`src/rtl/lsu_64_bit.sv`:
```
// lsu_64_bit - load/store unit in front of data_memory_64_bit.
//
// Takes byte-addressed load/store requests (byte/half/word/double) from the
// CPU execute stage and drives the doubleword-indexed memory interface.
// Loads extract the addressed field and sign/zero extend it. Partial stores
// are done as read-modify-write of the containing doubleword.
//
// Ports:
//   clk, rst_n            clock (rising edge), synchronous active-low reset
//   req_valid/req_ready   request handshake; ready only while idle
//   req_write, req_size   store/load select; size 00 b, 01 h, 10 w, 11 d
//   req_unsigned          loads: 1 zero-extend, 0 sign-extend
//   req_addr, req_wdata   byte address and store data (low 8*2^size bits)
//   resp_valid            one-cycle completion pulse
//   resp_rdata            extended load data, held until the next load
//   resp_err              misaligned or out-of-range access (with resp_valid)
//   mem_E, mem_address, mem_write_data, mem_write, mem_read -> memory
//   mem_read_data         <- memory, valid the cycle after a read edge
//
// Build option: define LSU_RANGE_CHECK_EN to reject addresses >= DEPTH*8.
// Without it the upper address bits are ignored and the index wraps.

module lsu_64_bit #(
    parameter int DEPTH = 1024
) (
    input  logic        clk,
    input  logic        rst_n,
    input  logic        req_valid,
    output logic        req_ready,
    input  logic        req_write,
    input  logic [1:0]  req_size,
    input  logic        req_unsigned,
    input  logic [63:0] req_addr,
    input  logic [63:0] req_wdata,
    output logic        resp_valid,
    output logic [63:0] resp_rdata,
    output logic        resp_err,
    output logic        mem_E,
    output logic [63:0] mem_address,
    output logic [63:0] mem_write_data,
    output logic        mem_write,
    output logic        mem_read,
    input  logic [63:0] mem_read_data
);

    localparam int          IDXW  = $clog2(DEPTH);
    localparam logic [63:0] LIMIT = 64'(DEPTH) * 64'd8;

`ifdef LSU_RANGE_CHECK_EN
    localparam logic RANGE_EN = 1'b1;
`else
    localparam logic RANGE_EN = 1'b0;
`endif

    typedef enum logic [2:0] {
        IDLE     = 3'd0,
        ERR      = 3'd1,
        LD_ISSUE = 3'd2,
        LD_WAIT  = 3'd3,
        ST_WRITE = 3'd4,
        RMW_READ = 3'd5,
        RMW_WAIT = 3'd6
    } state_t;

    state_t      state_q;
    logic [1:0]  size_q;
    logic        unsigned_q;
    logic [2:0]  off_q;
    logic [63:0] wdata_q;

    logic        req_ready_q;
    logic        resp_valid_q;
    logic        resp_err_q;
    logic [63:0] resp_rdata_q;
    logic        mem_e_q;
    logic [63:0] mem_address_q;
    logic [63:0] mem_write_data_q;
    logic        mem_write_q;
    logic        mem_read_q;

    logic        misaligned_s;
    logic        out_of_range_s;
    logic        req_err_s;
    logic [5:0]  shift_s;
    logic [63:0] lane_mask_s;
    logic [63:0] field_s;
    logic [63:0] load_ext_d;
    logic [63:0] merged_d;

    // Alignment check of the incoming request against its size.
    always_comb begin
        misaligned_s = 1'b0;
        case (req_size)
            2'b00:   misaligned_s = 1'b0;
            2'b01:   misaligned_s = req_addr[0];
            2'b10:   misaligned_s = |req_addr[1:0];
            2'b11:   misaligned_s = |req_addr[2:0];
            default: misaligned_s = 1'b0;
        endcase
    end

    // The range compare is always computed; it only matters when enabled.
    assign out_of_range_s = (req_addr >= LIMIT);
    assign req_err_s      = misaligned_s | (RANGE_EN & out_of_range_s);

    assign shift_s = {off_q, 3'b000};
    assign field_s = mem_read_data >> shift_s;

    // Lane mask for the latched access size, right-aligned.
    always_comb begin
        lane_mask_s = 64'hFFFF_FFFF_FFFF_FFFF;
        case (size_q)
            2'b00:   lane_mask_s = 64'h0000_0000_0000_00FF;
            2'b01:   lane_mask_s = 64'h0000_0000_0000_FFFF;
            2'b10:   lane_mask_s = 64'h0000_0000_FFFF_FFFF;
            2'b11:   lane_mask_s = 64'hFFFF_FFFF_FFFF_FFFF;
            default: lane_mask_s = 64'hFFFF_FFFF_FFFF_FFFF;
        endcase
    end

    // Sign or zero extension of the extracted load field.
    always_comb begin
        load_ext_d = field_s;
        case (size_q)
            2'b00: begin
                if (unsigned_q) load_ext_d = {56'd0, field_s[7:0]};
                else            load_ext_d = {{56{field_s[7]}}, field_s[7:0]};
            end
            2'b01: begin
                if (unsigned_q) load_ext_d = {48'd0, field_s[15:0]};
                else            load_ext_d = {{48{field_s[15]}}, field_s[15:0]};
            end
            2'b10: begin
                if (unsigned_q) load_ext_d = {32'd0, field_s[31:0]};
                else            load_ext_d = {{32{field_s[31]}}, field_s[31:0]};
            end
            2'b11:   load_ext_d = field_s;
            default: load_ext_d = field_s;
        endcase
    end

    // Partial store: replace only the addressed lanes of the read doubleword.
    assign merged_d = (mem_read_data & ~(lane_mask_s << shift_s))
                    | ((wdata_q & lane_mask_s) << shift_s);

    // Control FSM with all outputs registered.
    always_ff @(posedge clk) begin
        if (!rst_n) begin
            state_q          <= IDLE;
            size_q           <= 2'b00;
            unsigned_q       <= 1'b0;
            off_q            <= 3'd0;
            wdata_q          <= 64'd0;
            req_ready_q      <= 1'b1;
            resp_valid_q     <= 1'b0;
            resp_err_q       <= 1'b0;
            resp_rdata_q     <= 64'd0;
            mem_e_q          <= 1'b0;
            mem_address_q    <= 64'd0;
            mem_write_data_q <= 64'd0;
            mem_write_q      <= 1'b0;
            mem_read_q       <= 1'b0;
        end else begin
            resp_valid_q <= 1'b0;
            case (state_q)
                IDLE: begin
                    if (req_valid) begin
                        size_q        <= req_size;
                        unsigned_q    <= req_unsigned;
                        off_q         <= req_addr[2:0];
                        wdata_q       <= req_wdata;
                        req_ready_q   <= 1'b0;
                        mem_address_q <= {{(64-IDXW){1'b0}}, req_addr[3 +: IDXW]};
                        if (req_err_s) begin
                            state_q <= ERR;
                        end else if (!req_write) begin
                            state_q    <= LD_ISSUE;
                            mem_e_q    <= 1'b1;
                            mem_read_q <= 1'b1;
                        end else if (req_size == 2'b11) begin
                            state_q          <= ST_WRITE;
                            mem_e_q          <= 1'b1;
                            mem_write_q      <= 1'b1;
                            mem_write_data_q <= req_wdata;
                        end else begin
                            state_q    <= RMW_READ;
                            mem_e_q    <= 1'b1;
                            mem_read_q <= 1'b1;
                        end
                    end
                end
                ERR: begin
                    resp_valid_q <= 1'b1;
                    resp_err_q   <= 1'b1;
                    req_ready_q  <= 1'b1;
                    state_q      <= IDLE;
                end
                LD_ISSUE: begin
                    mem_e_q    <= 1'b0;
                    mem_read_q <= 1'b0;
                    state_q    <= LD_WAIT;
                end
                LD_WAIT: begin
                    resp_rdata_q <= load_ext_d;
                    resp_valid_q <= 1'b1;
                    resp_err_q   <= 1'b0;
                    req_ready_q  <= 1'b1;
                    state_q      <= IDLE;
                end
                ST_WRITE: begin
                    mem_e_q      <= 1'b0;
                    mem_write_q  <= 1'b0;
                    resp_valid_q <= 1'b1;
                    resp_err_q   <= 1'b0;
                    req_ready_q  <= 1'b1;
                    state_q      <= IDLE;
                end
                RMW_READ: begin
                    mem_e_q    <= 1'b0;
                    mem_read_q <= 1'b0;
                    state_q    <= RMW_WAIT;
                end
                RMW_WAIT: begin
                    mem_e_q          <= 1'b1;
                    mem_write_q      <= 1'b1;
                    mem_read_q       <= 1'b0;
                    mem_write_data_q <= merged_d;
                    state_q          <= ST_WRITE;
                end
                default: begin
                    mem_e_q     <= 1'b0;
                    mem_write_q <= 1'b0;
                    mem_read_q  <= 1'b0;
                    req_ready_q <= 1'b1;
                    state_q     <= IDLE;
                end
            endcase
        end
    end

    assign req_ready      = req_ready_q;
    assign resp_valid     = resp_valid_q;
    assign resp_err       = resp_err_q;
    assign resp_rdata     = resp_rdata_q;
    assign mem_E          = mem_e_q;
    assign mem_address    = mem_address_q;
    assign mem_write_data = mem_write_data_q;
    assign mem_write      = mem_write_q;
    assign mem_read       = mem_read_q;

endmodule

```
`config.mk`:
```
export PLATFORM = sky130hd
export DESIGN_NAME = lsu_64_bit
export DESIGN_NICKNAME = d
export VERILOG_FILES = /design/src/rtl/lsu_64_bit.sv
export SDC_FILE = /design/constraint.sdc
export NUM_CORES = 1
export LEC_CHECK = 0
export ABC_AREA = 1
export CORE_UTILIZATION = 52
export DETAILED_ROUTE_END_ITERATION = 10
export DONT_BUFFER_PORTS = 1
export PLACE_DENSITY = 0.7
export SLEW_MARGIN = 40
export SYNTH_ARGS = -nofsm -noshare
export SYNTH_HDL_FRONTEND = slang
export SYNTH_SLANG_ARGS = --single-unit
```
`constraint.sdc`:
```
create_clock -name clk -period 1.47 [get_ports clk]
set_input_delay 0.294 -clock clk [delete_from_list [all_inputs] [get_ports clk]]
set_output_delay 0.294 -clock clk [all_outputs]
set_load 0.02 [all_outputs]
```
== Yosys cells after proc, flatten, opt, wreduce, memory -nomap -nowiden ==
Index checks and enable logic that the tools add are counted.

* Output and inout port bits: 198
* Word-level logic and storage cells: 93
* Bits in registers: 217

* Mux-type cells: 33
* Equal/unequal tests: 17
* Reductions and logical operators: 18
* Shift-type cells: 3
* Bitwise logic cells: 8

{| class="wikitable"
|+ Operator list
! kind !! number
|-
| 64-bit case mux with 4 select lines || 2
|-
| 64-bit 2-to-1 mux || 7
|-
| 64-bit bitwise AND || 2
|-
| 64-bit case mux with 2 select lines || 1
|-
| 64-bit by 6-bit left shift with 64-bit output || 2
|-
| 64-bit NOT || 1
|-
| 64-bit OR || 1
|-
| 64-bit by 6-bit >> shifter with 64-bit output || 1
|-
| 1-bit 2-to-1 mux || 13
|-
| 3-bit case mux with 4 select lines || 1
|-
| 5-bit AND reduction || 2
|-
| 3-bit == test, second input constant || 3
|-
| 3-bit 2-to-1 mux || 3
|-
| 3-bit OR reduction || 3
|-
| 2-bit == test, second input constant || 4
|-
| 2-bit inequality test, second input constant || 4
|-
| 3-bit by 2-bit == test with 1-bit output, second input constant || 2
|-
| 1-bit case mux with 2 select lines || 3
|-
| 1-bit case mux with 3 select lines || 2
|-
| 2-bit OR reduction || 3
|-
| 2-bit by 1-bit == test with 1-bit output, second input constant || 2
|-
| 2-bit logical NOT || 2
|-
| 1-bit NOT || 4
|-
| 1-bit case mux with 4 select lines || 1
|-
| other kinds (8) || 10
|}

== Longest topological paths before layout ==
Gate-level depths: netlist (run 1).

* Depth in word-level cells: 7
* Mapped depth: 13
* Depth with buffers taken out: 12

== Least setup slack after synthesis (run 1) ==
No wires, ideal clock.

* Path kind: register -> register
* Start: register off_q[1]
* End: register resp_rdata_q[15] (netlist: resp_rdata[15])
* Clock period less this slack: 1.617 ns
* Arrival time: 1.504 ns
* Setup slack: -0.147 ns
* Library setup time: 0.113 ns
* Stages on the path, launching flop included: 12
* Data required time: 1.357 ns
* Path through: dfxtp_1 buf_4 inv_4 nor2_8 inv_2 buf_2 o21ai_2 nand3b_4 nand2_4 buf_6 o21ai_1 inv_1

* Word-level cells in the longest chain between the ends: 3
* Elaborated cells on any way between the ends: 5

{| class="wikitable"
|+ Ends and longest elaborated chain
! what !! line !! RTL
|-
| start, declared || 68 || <nowiki>logic [2:0] off_q;</nowiki>
|-
| start signal, assigned || 170 || <nowiki>off_q <= req_addr[2:0];</nowiki>
|-
| 64-bit by 6-bit >> shifter with 64-bit output (*) || 107 || <nowiki>assign field_s = mem_read_data >> shift_s;</nowiki>
|-
| 64-bit 2-to-1 mux, on equally long branches || 134, 126, 130 ||
|-
| 64-bit case mux with 4 select lines (*) || 124 || <nowiki>case (size_q)</nowiki>
|-
| end signal, assigned || 204 || <nowiki>resp_rdata_q <= load_ext_d;</nowiki>
|-
| end, declared || 74 || <nowiki>logic [63:0] resp_rdata_q;</nowiki>
|}

Every way passes the cells marked *; elsewhere a longest branch is shown, timed or not.
A chain may end at the register's enable or synchronous reset.

== Final worst setup path (run 1) ==
* Start: register state_q[0]
* End: register mem_write_data_q[31] (netlist: mem_write_data[31])

* Word-level cells in the longest chain between the ends: 3
* Elaborated cells on any way between the ends: 9

{| class="wikitable"
|+ Ends and longest elaborated chain
! what !! line !! RTL
|-
| start, declared || 65 || <nowiki>state_t state_q;</nowiki>
|-
| start signal, assigned || 149 || <nowiki>state_q <= IDLE;</nowiki>
|-
| start signal, assigned || 175 || <nowiki>state_q <= ERR;</nowiki>
|-
| start signal, assigned || 177 || <nowiki>state_q <= LD_ISSUE;</nowiki>
|-
| 3-bit == test / 3-bit logical NOT (equally long branches) || 165 || <nowiki>case (state_q)</nowiki>
|-
| 2-bit nonzero test (no source line) / 2-bit inequality test (equally long branches) || -- ||
|-
| 5-bit AND reduction (no source line) || -- ||
|-
| end signal, assigned || 184 || <nowiki>mem_write_data_q <= req_wdata;</nowiki>
|-
| end signal, assigned || 227 || <nowiki>mem_write_data_q <= merged_d;</nowiki>
|-
| end, declared || 77 || <nowiki>logic [63:0] mem_write_data_q;</nowiki>
|}

Parallel ways exist; a longest one is shown, timed or not.

==> metrics.md, run 1 <==
| Metric | Value |
|---|---|
| Clock root cell | clkbuf_16 |
| Worst setup EP type | flip-flop |
| Maximum vdd drop | 0.00139 V |
| Critical path class | reg -> reg |
| Most instantiated library cell after synthesis | nand2_1 |
| Total via count in the routed design | 17000 |
| Gp weighted congestion | 1.04 |
| Switch share | 0.364 |
| Initial antenna violation count | 0 |
| Synth cell types | 32 |
| Switching pwr | 7.44 mW |
| Cell Pwr Density | 1140 nW/um^2 |
| Initial Utilization | 0.528 |
| Total Power | 20.5 mW |
| Combinational power share | 0.323 |
| Worst min path class | in -> reg |
| DRT met1 WL | 22700 um |
| Latest clock arrival within the worst-skew pair | 0.54 ns |
| Clock Power Share | 0.323 |
| I/O pins | 397 |
| First-pass GRT wire length | 88400 um |
| Synth Flop Type | dfxtp_1 |
| WHS | -0.0532 ns |
| DIE HEIGHT | 164 um |
| Worst Path Buf+Inv | 4 |
| Layout area overhead | 30.7% |
| Sequential area share after synthesis | 0.317 |
| Top Layer Used | met4 |
| Final worst slack | -0.322 ns |
| Synth cell count leaders | 506 x nand2_1, 396 x nand3_1, 281 x nor2_1 |
| Clk sinks | 217 |
| Post-synthesis async set-or-reset flop share | 0 |
| Slowest stage delay, CP | 0.32 ns |
| Total die area | 27000 um^2 |
| CP most frequent cell | inv_6 |
| Clk slew on worst S/H paths | 0.06 ns |
| GRT Total Usage | 0.431 |
| Num CTS Buffers | 24 |
| Std cell rows | 59 |
| Max cap viols | 0 |
| 1st-iter DRT viols | 1874 |
| Worst endpoint required time | 1.93 ns |
| Dominant cell type by area after synthesis | dfxtp_1 |
| Unrepaired setup endpoints after global routing | yes |
| Mean Syn Cell Area | 6.10 um^2 |
| Max frequency | 558 MHz |
| Largest net degree at the start of global routing | 102 |
| Average via count per standard cell | 6.07 |
| Worst setup path startpoint | state_q[0]$_SDFFE_PN0N_ |
| Core area | 26000 um^2 |
| WL final | 63100 um |
| Max-slew violations | 0 |
| Skew final | 0.0145 ns |
| Min cycle time layout | 1.79 ns |
| Vias in the first global route | 15400 |
| Nets@finish | 2640 |
| Final setup violation count | 175 |
| Final period util | 1.22 |
| HP Start | req_valid |
| Top cells by area, synth | dfxtp_1 32%, nand3_1 14%, nand2_1 14% |
| CP max FO | 29 |
| Post-synth EDFFs | 0 |
| Die X | 164 um |
| Layout cells sized above 1 | 0.204 |
| DR WL/cell | 22.6 um |
| Startpoint class of the critical path | flip-flop |
| IO Port Bufs | 0 |
| Flop pwr share | 0.354 |
| DP HPWL | 44600 um |
| Pleak | 8.11 nW |
| CP cell instances | inv_2, nand2_2, nor2_4, inv_6, nand2_4, nand2_8, inv_6, buf_12, o21ai_0, nor2_1 |
| Violated checks | hold timing, setup timing |
| Synth top area share | 0.317 |
| Initial DRT Pass Iterations | 7 |
| FF-to-FF Start | state_q[0]$_SDFFE_PN0N_ |
| Synth Warn # | 0 |
| Placement Setup Slack | -0.393 ns |
| Internal power | 13.0 mW |
| CP delay by family, top | simple AND/OR/NAND/NOR gates |
| Status | finished with violations |
| Worst path slowest cell | dfxtp_1 |
| Antenna viol nets, final | 0 |
| Area of the mapped netlist | 13700 um^2 |
| CP arrival | 2.25 ns |
| CTS tree | yes |
| Met3 wire length | 6030 um |
| Post-route DRC | 0 |
| H-tree depth | 1 |
| Met2 WL | 28900 um |
| Synthesized flop and latch total | 217 |
| # diodes | 0 |
| Post-Synthesis Cells | 2249 |
| Gr ovfl total | 0 |
| CTS Buffer Depth | 3 |
| Hold Vio Cnt, Final | 35 |
==> layout by cell type (no fill, tap or decap), types with 9 or more instances in the layout <==
cell,Yosys,routed
nand3_2,0,9
nand2_2,3,22
or2_2,52,52
nand3_1,396,383
o21ai_1,12,51
conb_1,1,54
nor2_1,281,253
a21oi_2,0,18
o21ai_2,1,17
o211ai_1,28,28
a21oi_1,158,138
dfxtp_1,217,211
buf_6,8,16
o21ai_0,203,146
nand2_1,506,479
buf_12,0,34
inv_1,126,121
nor2_4,0,11
dlygate4sd3_1,0,74
nor2_2,8,25
buf_4,61,200
clkbuf_16,0,27
==> repair_timing <==
| action | CTS | global route |
|---|---|---|
| buffers inserted | 14 | 4 |
| cloned | 3 | 2 |
| setup endpoints to repair | 197 | 207 |
| hold buffers | 65 | 12 |
| gates resized for setup | 149 | 84 |
| hold endpoints to repair | 164 | 100 |
| pin swaps | 16 | 17 |
==> registers in the layout (all words and copies together) (netlist names) <==
register / flops
state_q: 3
unsigned_q: 1
mem_E: 1
mem_address: 10
wdata_q: 64
resp_valid: 1
resp_rdata: 64
off_q: 3
mem_write: 1
resp_err: 1
req_ready: 1
size_q: 2
mem_write_data: 64
mem_read: 1
==> path summary, 6_finish.rpt <==
check / to / slack, ns / cells past startpoint
max: mem_write_data[31]$_SDFFE_PN0P_ / -0.32 / 10
min: wdata_q[15]$_SDFFE_PN0P_ / -0.05 / 2
max reg2reg: mem_write_data[31]$_SDFFE_PN0P_ / -0.32 / 10
min reg2reg: wdata_q[61]$_SDFFE_PN0P_ / 0.48 / 2
==> power groups by stage <==
| stage | registers, mW | logic [mW] | clock network (mW) |
|---|---|---|---|
| after floorplan | 7.17 | 3.53 | 0 |
| after global placement | 7.31 | 5.39 | 0 |
| after detailed placement | 7.33 | 5.45 | 0 |
| after CTS | 7.21 | 6.02 | 6.59 |
| after global routing | 7.28 | 7.04 | 6.81 |
| final | 7.24 | 6.61 | 6.60 |
==> worst reg2reg max path: stages (launching register included) <==
cell,delay (ns)
dfxtp_1,0.32
inv_2,0.11
nand2_2,0.09
nor2_4,0.20
inv_6,0.11
nand2_4,0.12
nand2_8,0.11
inv_6,0.13
buf_12,0.18
o21ai_0,0.18
nor2_1,0.17
==> area by class of cell <==
type                            instances  area, um^2
Inverter                              134         528
Fill cell                            2164        8060
Timing Repair Buffer                  334        3310
Clock inverter                         13         181
Sequential cell                       217        4360
Tap cell                              335         419
Multi-Input combinational cell       1730        8440
Clock buffer                           31         678
==> through the flow <==
stage / util / instance area (um^2) / TNS, ns / instances
after floorplan: - / 14100 / -3.57 / 2302
after global placement: 0.590 / 15300 / -33.70 / 2652
after detailed placement: 0.590 / 15300 / -37.94 / 2652
after CTS: 0.672 / 17500 / -21.60 / 2777
after global routing: 0.690 / 17900 / -43.00 / 2794
final: 0.690 / 17900 / -30.48 / 2794
==> kinds of logic (layout without fill, tap and decap cells) <==
| family | after synthesis | in the layout | synth area share |
|---|---|---|---|
| AND/OR/NAND/NOR | 1263 | 1263 | 0.399 |
| AO/OA/AOI/OAI | 408 | 408 | 0.156 |
| multiplexers | 5 | 5 | 0.00365 |
| buffers and inverters | 355 | 512 | 0.124 |
| other | 1 | 54 | 0.000273 |
| flip-flops | 217 | 217 | 0.317 |
==> layer usage <==
metal	vias to the layer above	GRT usage
met2	1170	0.721
met1	7794	0.498
met5	-	0
met4	0	0.301
li1	7663	-
met3	327	0.0768
(Power assumes the default switching activity.)
==> run 2, diff against run 1 <==
--- a/config.mk
+++ b/config.mk
@@ -7,6 +7,7 @@
 export LEC_CHECK = 0
 export ABC_AREA = 1
 export CORE_UTILIZATION = 52
+export CTS_CLUSTER_DIAMETER = 200
 export DETAILED_ROUTE_END_ITERATION = 10
 export DONT_BUFFER_PORTS = 1
 export PLACE_DENSITY = 0.7
==> results of run 2 <==
The final DEF is identical to that of run 1; final timing and power are the same.
